## src/rtl/multi_channel_fft_scheduler.sv

```systemverilog
// Round-robin front end that shares one FFT core across NUM_CH ADC FIFOs, streams one
// DC-corrected real frame per grant over AXI4-Stream and tags the returning magnitudes.
module multi_channel_fft_scheduler #(
    parameter int NUM_CH      = 4,
    parameter int FFT_POINTS  = 8192,
    parameter int ADDR_W      = 13,
    parameter int ADC_BITS    = 10,
    parameter int LVL_W       = 14,
    parameter int TIMEOUT_CYC = 65535
) (
    input  logic                        clk,
    input  logic                        rst_n,
    input  logic [NUM_CH-1:0]           ch_en,
    input  logic [1:0]                  dc_mode,
    input  logic [NUM_CH*LVL_W-1:0]     fifo_level,
    input  logic [NUM_CH*16-1:0]        fifo_dout,
    output logic [NUM_CH-1:0]           fifo_rd_en,
    output logic [31:0]                 fft_din,
    output logic                        fft_din_valid,
    output logic                        fft_din_last,
    input  logic                        fft_din_ready,
    input  logic                        fft_dout_valid,
    input  logic                        fft_dout_last,
    input  logic [15:0]                 mag_data,
    input  logic [ADDR_W-1:0]           mag_addr,
    input  logic                        mag_valid,
    output logic [15:0]                 spec_data,
    output logic [ADDR_W-1:0]           spec_addr,
    output logic [$clog2(NUM_CH)-1:0]   spec_ch,
    output logic                        spec_valid,
    output logic [$clog2(NUM_CH)-1:0]   cur_ch,
    output logic                        busy,
    output logic                        frame_done,
    output logic                        timeout_err
);

    localparam int CW = $clog2(NUM_CH);
    localparam int TW = $clog2(TIMEOUT_CYC + 1);
    localparam int SW = ADC_BITS + ADDR_W;
    localparam logic [ADC_BITS-1:0] MID = {1'b1, {(ADC_BITS-1){1'b0}}};

    localparam logic [1:0] S_IDLE  = 2'd0;
    localparam logic [1:0] S_PRIME = 2'd1;
    localparam logic [1:0] S_SEND  = 2'd2;
    localparam logic [1:0] S_RECV  = 2'd3;

    logic [1:0]          state;
    logic [CW-1:0]       last_ch;
    logic [1:0]          frame_mode;
    logic [ADDR_W:0]     rd_cnt;
    logic [ADDR_W-1:0]   beat_cnt;
    logic [1:0]          skid_cnt;
    logic                pend;
    logic [15:0]         q0, q1;
    logic [SW-1:0]       sum;
    logic [ADC_BITS-1:0] mean [NUM_CH];
    logic [TW-1:0]       tcnt;

    logic [NUM_CH-1:0]   elig;
    logic                grant_ok;
    logic [CW-1:0]       grant_ch;
    logic [CW:0]         scan;
    logic [15:0]         word;
    logic [ADC_BITS-1:0] s, off;
    logic [ADC_BITS:0]   diff;
    logic [15:0]         sample_real;
    logic [2:0]          occ;
    logic                pop, rd_go, frame_end;

    always_comb begin
        elig = '0;
        for (int unsigned c = 0; c < NUM_CH; c++)
            elig[c] = ch_en[c] && (32'(fifo_level[c*LVL_W +: LVL_W]) >= 32'(FFT_POINTS));
    end

    // First eligible channel scanning upward from the one after the last grant.
    always_comb begin
        grant_ok = 1'b0;
        grant_ch = '0;
        scan     = '0;
        for (int unsigned i = 1; i <= NUM_CH; i++) begin
            scan = {1'b0, last_ch} + (CW+1)'(i);
            if (scan >= (CW+1)'(NUM_CH))
                scan = scan - (CW+1)'(NUM_CH);
            if (!grant_ok && elig[scan[CW-1:0]]) begin
                grant_ok = 1'b1;
                grant_ch = scan[CW-1:0];
            end
        end
    end

    always_comb begin
        word = '0;
        for (int unsigned c = 0; c < NUM_CH; c++)
            if (cur_ch == CW'(c))
                word = fifo_dout[c*16 +: 16];
    end

    assign s           = word[15 -: ADC_BITS];
    assign off         = (frame_mode == 2'd0) ? '0 : (frame_mode == 2'd2) ? mean[cur_ch] : MID;
    assign diff        = {1'b0, s} - {1'b0, off};
    assign sample_real = {{(15-ADC_BITS){diff[ADC_BITS]}}, diff};

    assign fft_din_valid = (state == S_SEND) && (skid_cnt != 2'd0);
    assign fft_din_last  = fft_din_valid && (beat_cnt == ADDR_W'(FFT_POINTS - 1));
    assign fft_din       = {16'd0, q0};
    assign pop           = fft_din_valid && fft_din_ready;

    // A read issued now lands a cycle later; reserve its slot against worst-case no-pop.
    assign occ   = 3'(skid_cnt) + 3'(pend) - 3'(pop);
    assign rd_go = ((state == S_PRIME) || (state == S_SEND)) &&
                   (rd_cnt < (ADDR_W+1)'(FFT_POINTS)) && (occ <= 3'd1);

    always_comb begin
        fifo_rd_en = '0;
        for (int unsigned c = 0; c < NUM_CH; c++)
            fifo_rd_en[c] = rd_go && (cur_ch == CW'(c));
    end

    assign frame_end   = (state == S_RECV) && fft_dout_valid && fft_dout_last;
    assign frame_done  = frame_end;
    assign timeout_err = (state == S_RECV) && !frame_end && (tcnt == TW'(TIMEOUT_CYC - 1));
    assign busy        = (state != S_IDLE);

    always_ff @(posedge clk or negedge rst_n) begin
        if (!rst_n) begin
            state      <= S_IDLE;
            last_ch    <= CW'(NUM_CH - 1);
            cur_ch     <= '0;
            frame_mode <= '0;
            rd_cnt     <= '0;
            beat_cnt   <= '0;
            skid_cnt   <= '0;
            pend       <= 1'b0;
            q0         <= '0;
            q1         <= '0;
            sum        <= '0;
            tcnt       <= '0;
            spec_valid <= 1'b0;
            spec_data  <= '0;
            spec_addr  <= '0;
            spec_ch    <= '0;
            for (int unsigned c = 0; c < NUM_CH; c++)
                mean[c] <= MID;
        end else begin
            pend       <= rd_go;
            spec_valid <= 1'b0;
            if (rd_go)
                rd_cnt <= rd_cnt + 1'b1;
            if (pend)
                sum <= sum + SW'(s);
            if (pop)
                beat_cnt <= beat_cnt + 1'b1;

            case ({pend, pop})
                2'b10: begin
                    if (skid_cnt == 2'd0) q0 <= sample_real;
                    else                  q1 <= sample_real;
                    skid_cnt <= skid_cnt + 1'b1;
                end
                2'b01: begin
                    q0       <= q1;
                    skid_cnt <= skid_cnt - 1'b1;
                end
                2'b11: begin
                    if (skid_cnt == 2'd1) begin
                        q0 <= sample_real;
                    end else begin
                        q0 <= q1;
                        q1 <= sample_real;
                    end
                end
                default: ;
            endcase

            case (state)
                S_IDLE: begin
                    if (grant_ok) begin
                        state      <= S_PRIME;
                        cur_ch     <= grant_ch;
                        last_ch    <= grant_ch;
                        frame_mode <= dc_mode;
                        rd_cnt     <= '0;
                        beat_cnt   <= '0;
                        skid_cnt   <= '0;
                        sum        <= '0;
                    end
                end
                S_PRIME: state <= S_SEND;
                S_SEND: begin
                    if (pop && fft_din_last) begin
                        state        <= S_RECV;
                        tcnt         <= '0;
                        mean[cur_ch] <= sum[SW-1:ADDR_W];
                    end
                end
                default: begin
                    tcnt <= tcnt + 1'b1;
                    if (mag_valid) begin
                        spec_valid <= 1'b1;
                        spec_data  <= mag_data;
                        spec_addr  <= mag_addr;
                        spec_ch    <= cur_ch;
                    end
                    if (frame_end || timeout_err)
                        state <= S_IDLE;
                end
            endcase
        end
    end

endmodule

```

## config.mk

```make
export PLATFORM = sky130hd
export DESIGN_NAME = multi_channel_fft_scheduler
export DESIGN_NICKNAME = d
export VERILOG_FILES = /design/src/rtl/multi_channel_fft_scheduler.sv
export SDC_FILE = /design/constraint.sdc
export NUM_CORES = 1
export LEC_CHECK = 0
export CAP_MARGIN = 10
export CORE_MARGIN = 2
export CORE_UTILIZATION = 47
export CTS_CLUSTER_DIAMETER = 100
export CTS_CLUSTER_SIZE = 20
export DETAILED_ROUTE_END_ITERATION = 8
export PLACE_DENSITY = 0.77
export SYNTH_ARGS = -nofsm -noshare
export SYNTH_HDL_FRONTEND = slang
export SYNTH_SLANG_ARGS = --single-unit
```

## constraint.sdc

```tcl
create_clock -name clk -period 5 [get_ports clk]
set_clock_uncertainty 0.2 [all_clocks]
set_input_delay 1 -clock clk [delete_from_list [all_inputs] [get_ports clk]]
set_output_delay 1 -clock clk [all_outputs]
set_load 0.03 [all_outputs]
```

==> flow_summary_export.csv <==
group,metric,value,unit
drt,drt_first_pass_iters,5,
timing,maxSlewHeadroom,29.4,%
pwr,powerDensity,572,nW/um^2
drt,first_iter_violations,525,
drt,drtAntennaViolNets,0,
timing,fin_tns_setup,0,ns
die,start_util,47.8,%
timing,max_freq,210,MHz
timing,fin_crit_sh,95.4,%
synth,syn_area,9280,sq um
cells_and_area,synthToLayoutAreaGrowth,24.8,%
drt,num_vias,7023,
die,rows,51,
clock_network,cts_buffer_depth,2,
drt,wl_per_cell,16.1,microns
grt,grt_antenna_before_repair,0,
die,die_x,145,microns
synth,async_flop_share,100,%
drt,routed_wl,20800,microns
clock_network,cts_max_level,4,
synth,syn_avg_cell_area,10.6,sq um
clock_network,hold_buffers,0,
timing,finalSetupViolations,0,
synth,synth_cell_types,60,
placed_design,hpwl,14600,microns
critical_path,crit_arrival,3.57,ns
clock_network,cts_setup_buffers,0,
synth,ys_ff_latch,171,
cells_and_area,seqCellArea,4290,sq um
job,maxCapViolations,0,
critical_path,crit_type,"in2out",
cells_and_area,nNetsFinal,1215,
synth,seq_area_frac_synth,46.2,%
synth,synthTopCellsByArea,"dfrtp_1, mux2_2, ha_1",
critical_path,start_kind,"input port",
drt,drc,0,
drt,viasPerCell,5.44,
timing,period_needed,4.77,ns
timing,slew_violations,0,
die,die_h,145,microns
clock_network,clock-sinks,171,
synth,ys_warn_count,0,
grt,grt_start_max_net_pins,84,
clock_network,numCtsBuffers,17,
synth,synth_top_area_share,44.5,%
critical_path,required,3.80,ns
grt,grt_pass1_vias,6835,
timing,tightest_slew,1.06,ns
pwr,power.leakage,5.23,nW
clock_network,clk_pin_slew,0.07,ns
timing,hold_violations,0,
worst_hold_path,hp-class,"reg2reg",
placed_design,gp_congestion,0.817,
clock_network,cts_resized,0,
cells_and_area,drive_gt1_share,15.6,%
cells_and_area,diodes,0,
critical_path,critPathCaptureType,"output pin",
cells_and_area,multi_input_comb_area,4650,sq um
clock_network,clock_latency,0.44,ns
critical_path,critPathMaxFanout,14,
synth,synth_edf_count,0,
synth,netlist_instances,876,
die,die_area,20900,sq um
clock_network,cts_root_buf,"clkbuf_16",
pwr,vdd_drop_max,0.407,mV
placed_design,port_buffers,143,
grt,grt_first_pass_wirelength,34300,microns
timing,worst_slack,0.232,ns
timing,grt_setup_unrepaired,"false",
die,coreArea,19400,sq um
grt,grt.total_usage,20.9,%
cells_and_area,n_fill_cell,1600,
die,io_pins,236,
outcome,outcome,"finished clean",
grt,overflow,0,
timing,whs,0.280,ns
synth,yosysTopAreaCell,"dfrtp_1",
placed_design,dp_slack,0.226,ns
clock_network,cts_tree,"built",
synth,synthFlopType,"dfrtp_1",
==> placed cells by master, fill, tap and decap left out, drive strengths merged, types with 6 or more instances in the layout <==
cell type / count
mux4: 19
inv: 33
a22oi: 8
nand4: 16
xnor2: 17
clkdlybuf4s50: 138
nand3: 23
clkbuf: 17
mux2i: 12
nor3: 18
buf: 21
nand2b: 6
conb: 16
or3: 11
a21oi: 51
and3: 16
nand2: 102
nor2: 69
nor2b: 6
a21o: 8
mux2: 74
o211ai: 7
ha: 37
xor2: 23
o21ai: 40
dfstp: 6
dfrtp: 165
==> routing by layer <==
| metal | up-vias | track usage [%] | part of all wire, % |
|---|---|---|---|
| met4 | 0 | 5.98 | 1.7 |
| met1 | 3443 | 29.1 | 46 |
| li1 | 3366 | - | - |
| met3 | 28 | 4.64 | 4.6 |
| met2 | 186 | 32.9 | 48 |
| met5 | - | 0 | 0 |
==> path summary, 6_finish.rpt <==
kind	startpoint	endpoint	slack (ns)	cells after the start
worst min-delay path	q1[8]$_DFFE_PN0P_	q1[8]$_DFFE_PN0P_	0.28	2
max in group asynchronous	rst_n	state[0]$_DFFE_PN0P_	3.24	2
worst max register to register	cur_ch[1]$_DFFE_PN0P_	q0[8]$_DFFE_PN0P_	1.24	11
worst min register to register	q1[8]$_DFFE_PN0P_	q1[8]$_DFFE_PN0P_	0.28	2
min in group asynchronous	rst_n	q0[7]$_DFFE_PN0P_	0.41	1
worst max-delay path	fft_din_ready	fifo_rd_en[0]	0.23	12
==> worst max-delay path, cell delays in order <==
cell and delay [ns]:
clkdlybuf4s50_1 0.45, and3b_1 0.20, ha_1 0.34, inv_1 0.08
ha_1 0.14, inv_1 0.05, fa_1 0.37, xor2_1 0.16
nor3_1 0.17, buf_4 0.22, nor3b_1 0.20, buf_4 0.19
==> Yosys cell counts, types with 3 or more instances <==
cell type,instances
buf_4,22
or3_1,11
buf_1,8
nor2_1,69
a21o_1,8
nand3_1,23
xor2_1,23
mux2_4,10
mux4_2,19
buf_2,3
a22oi_1,8
and3_1,16
xnor2_1,17
clkbuf_1,21
o21a_1,5
o21ai_0,37
dfrtp_1,165
o31ai_1,3
o211ai_1,7
nor4_1,3
and4_1,3
dfstp_2,6
and3b_1,3
nand2_1,102
nor2b_1,6
ha_1,37
nor3_1,18
nand4_1,15
a21oi_1,50
o311ai_0,3
inv_1,27
mux2_2,64
a211oi_1,5
a31oi_1,5
nand2b_1,6
fa_1,3
mux2i_1,12
==> power breakdown <==
part	total [mW]	switching (mW)	internal (mW)
sequential	2.04	0.293	1.75
combinational	3.10	1.78	1.31
clock	1.49	0.590	0.899
==> registers in the layout, indices dropped and copies added (netlist names) <==
signal      count
q1             11
frame_mode      2
skid_cnt        2
spec_ch         2
spec_addr      13
last_ch         2
spec_valid      1
tcnt           16
mean           40
state           2
beat_cnt       13
spec_data      16
pend            1
q0             11
sum            23
rd_cnt         14
cur_ch          2
==> stage by stage <==
stage | total power [mW] | instances | utilization [%] | cell area (sq um)
global placement | 5.08 | 1260 | 56.3 | 10900
floorplan | 4.15 | 891 | - | 9340
CTS | 6.67 | 1292 | 59.7 | 11600
finish | 6.63 | 1292 | 59.7 | 11600
global route | 7.05 | 1292 | 59.7 | 11600
detailed placement | 5.15 | 1260 | 56.3 | 10900
==> kinds of logic (layout without fill, tap and decap cells) <==
family | count (synthesis) | after routing | share of synthesized area [%]
xor gates and xnor gates | 40 | 40 | 3.78
AOI/OAI and AO/OA | 148 | 148 | 9.95
muxes | 105 | 105 | 15.3
buffers and inverters | 84 | 220 | 4.41
DFF | 171 | 171 | 46.2
adders and majority gates | 40 | 40 | 5.64
and+or+nand+nor | 287 | 287 | 14.7
other | 1 | 16 | 0.0404
==> cell type report <==
| type | instances | share of cell area (%) |
|---|---|---|
| inverter | 29 | 0.940 |
| tap | 265 | 2.86 |
| multi-input combinational | 636 | 40.1 |
| clock buffer | 17 | 3.67 |
| clock inverter | 15 | 2.04 |
| timing repair buffer | 159 | 13.3 |
| sequential | 171 | 37.0 |
No activity file was read; power rests on OpenSTA's default activity.
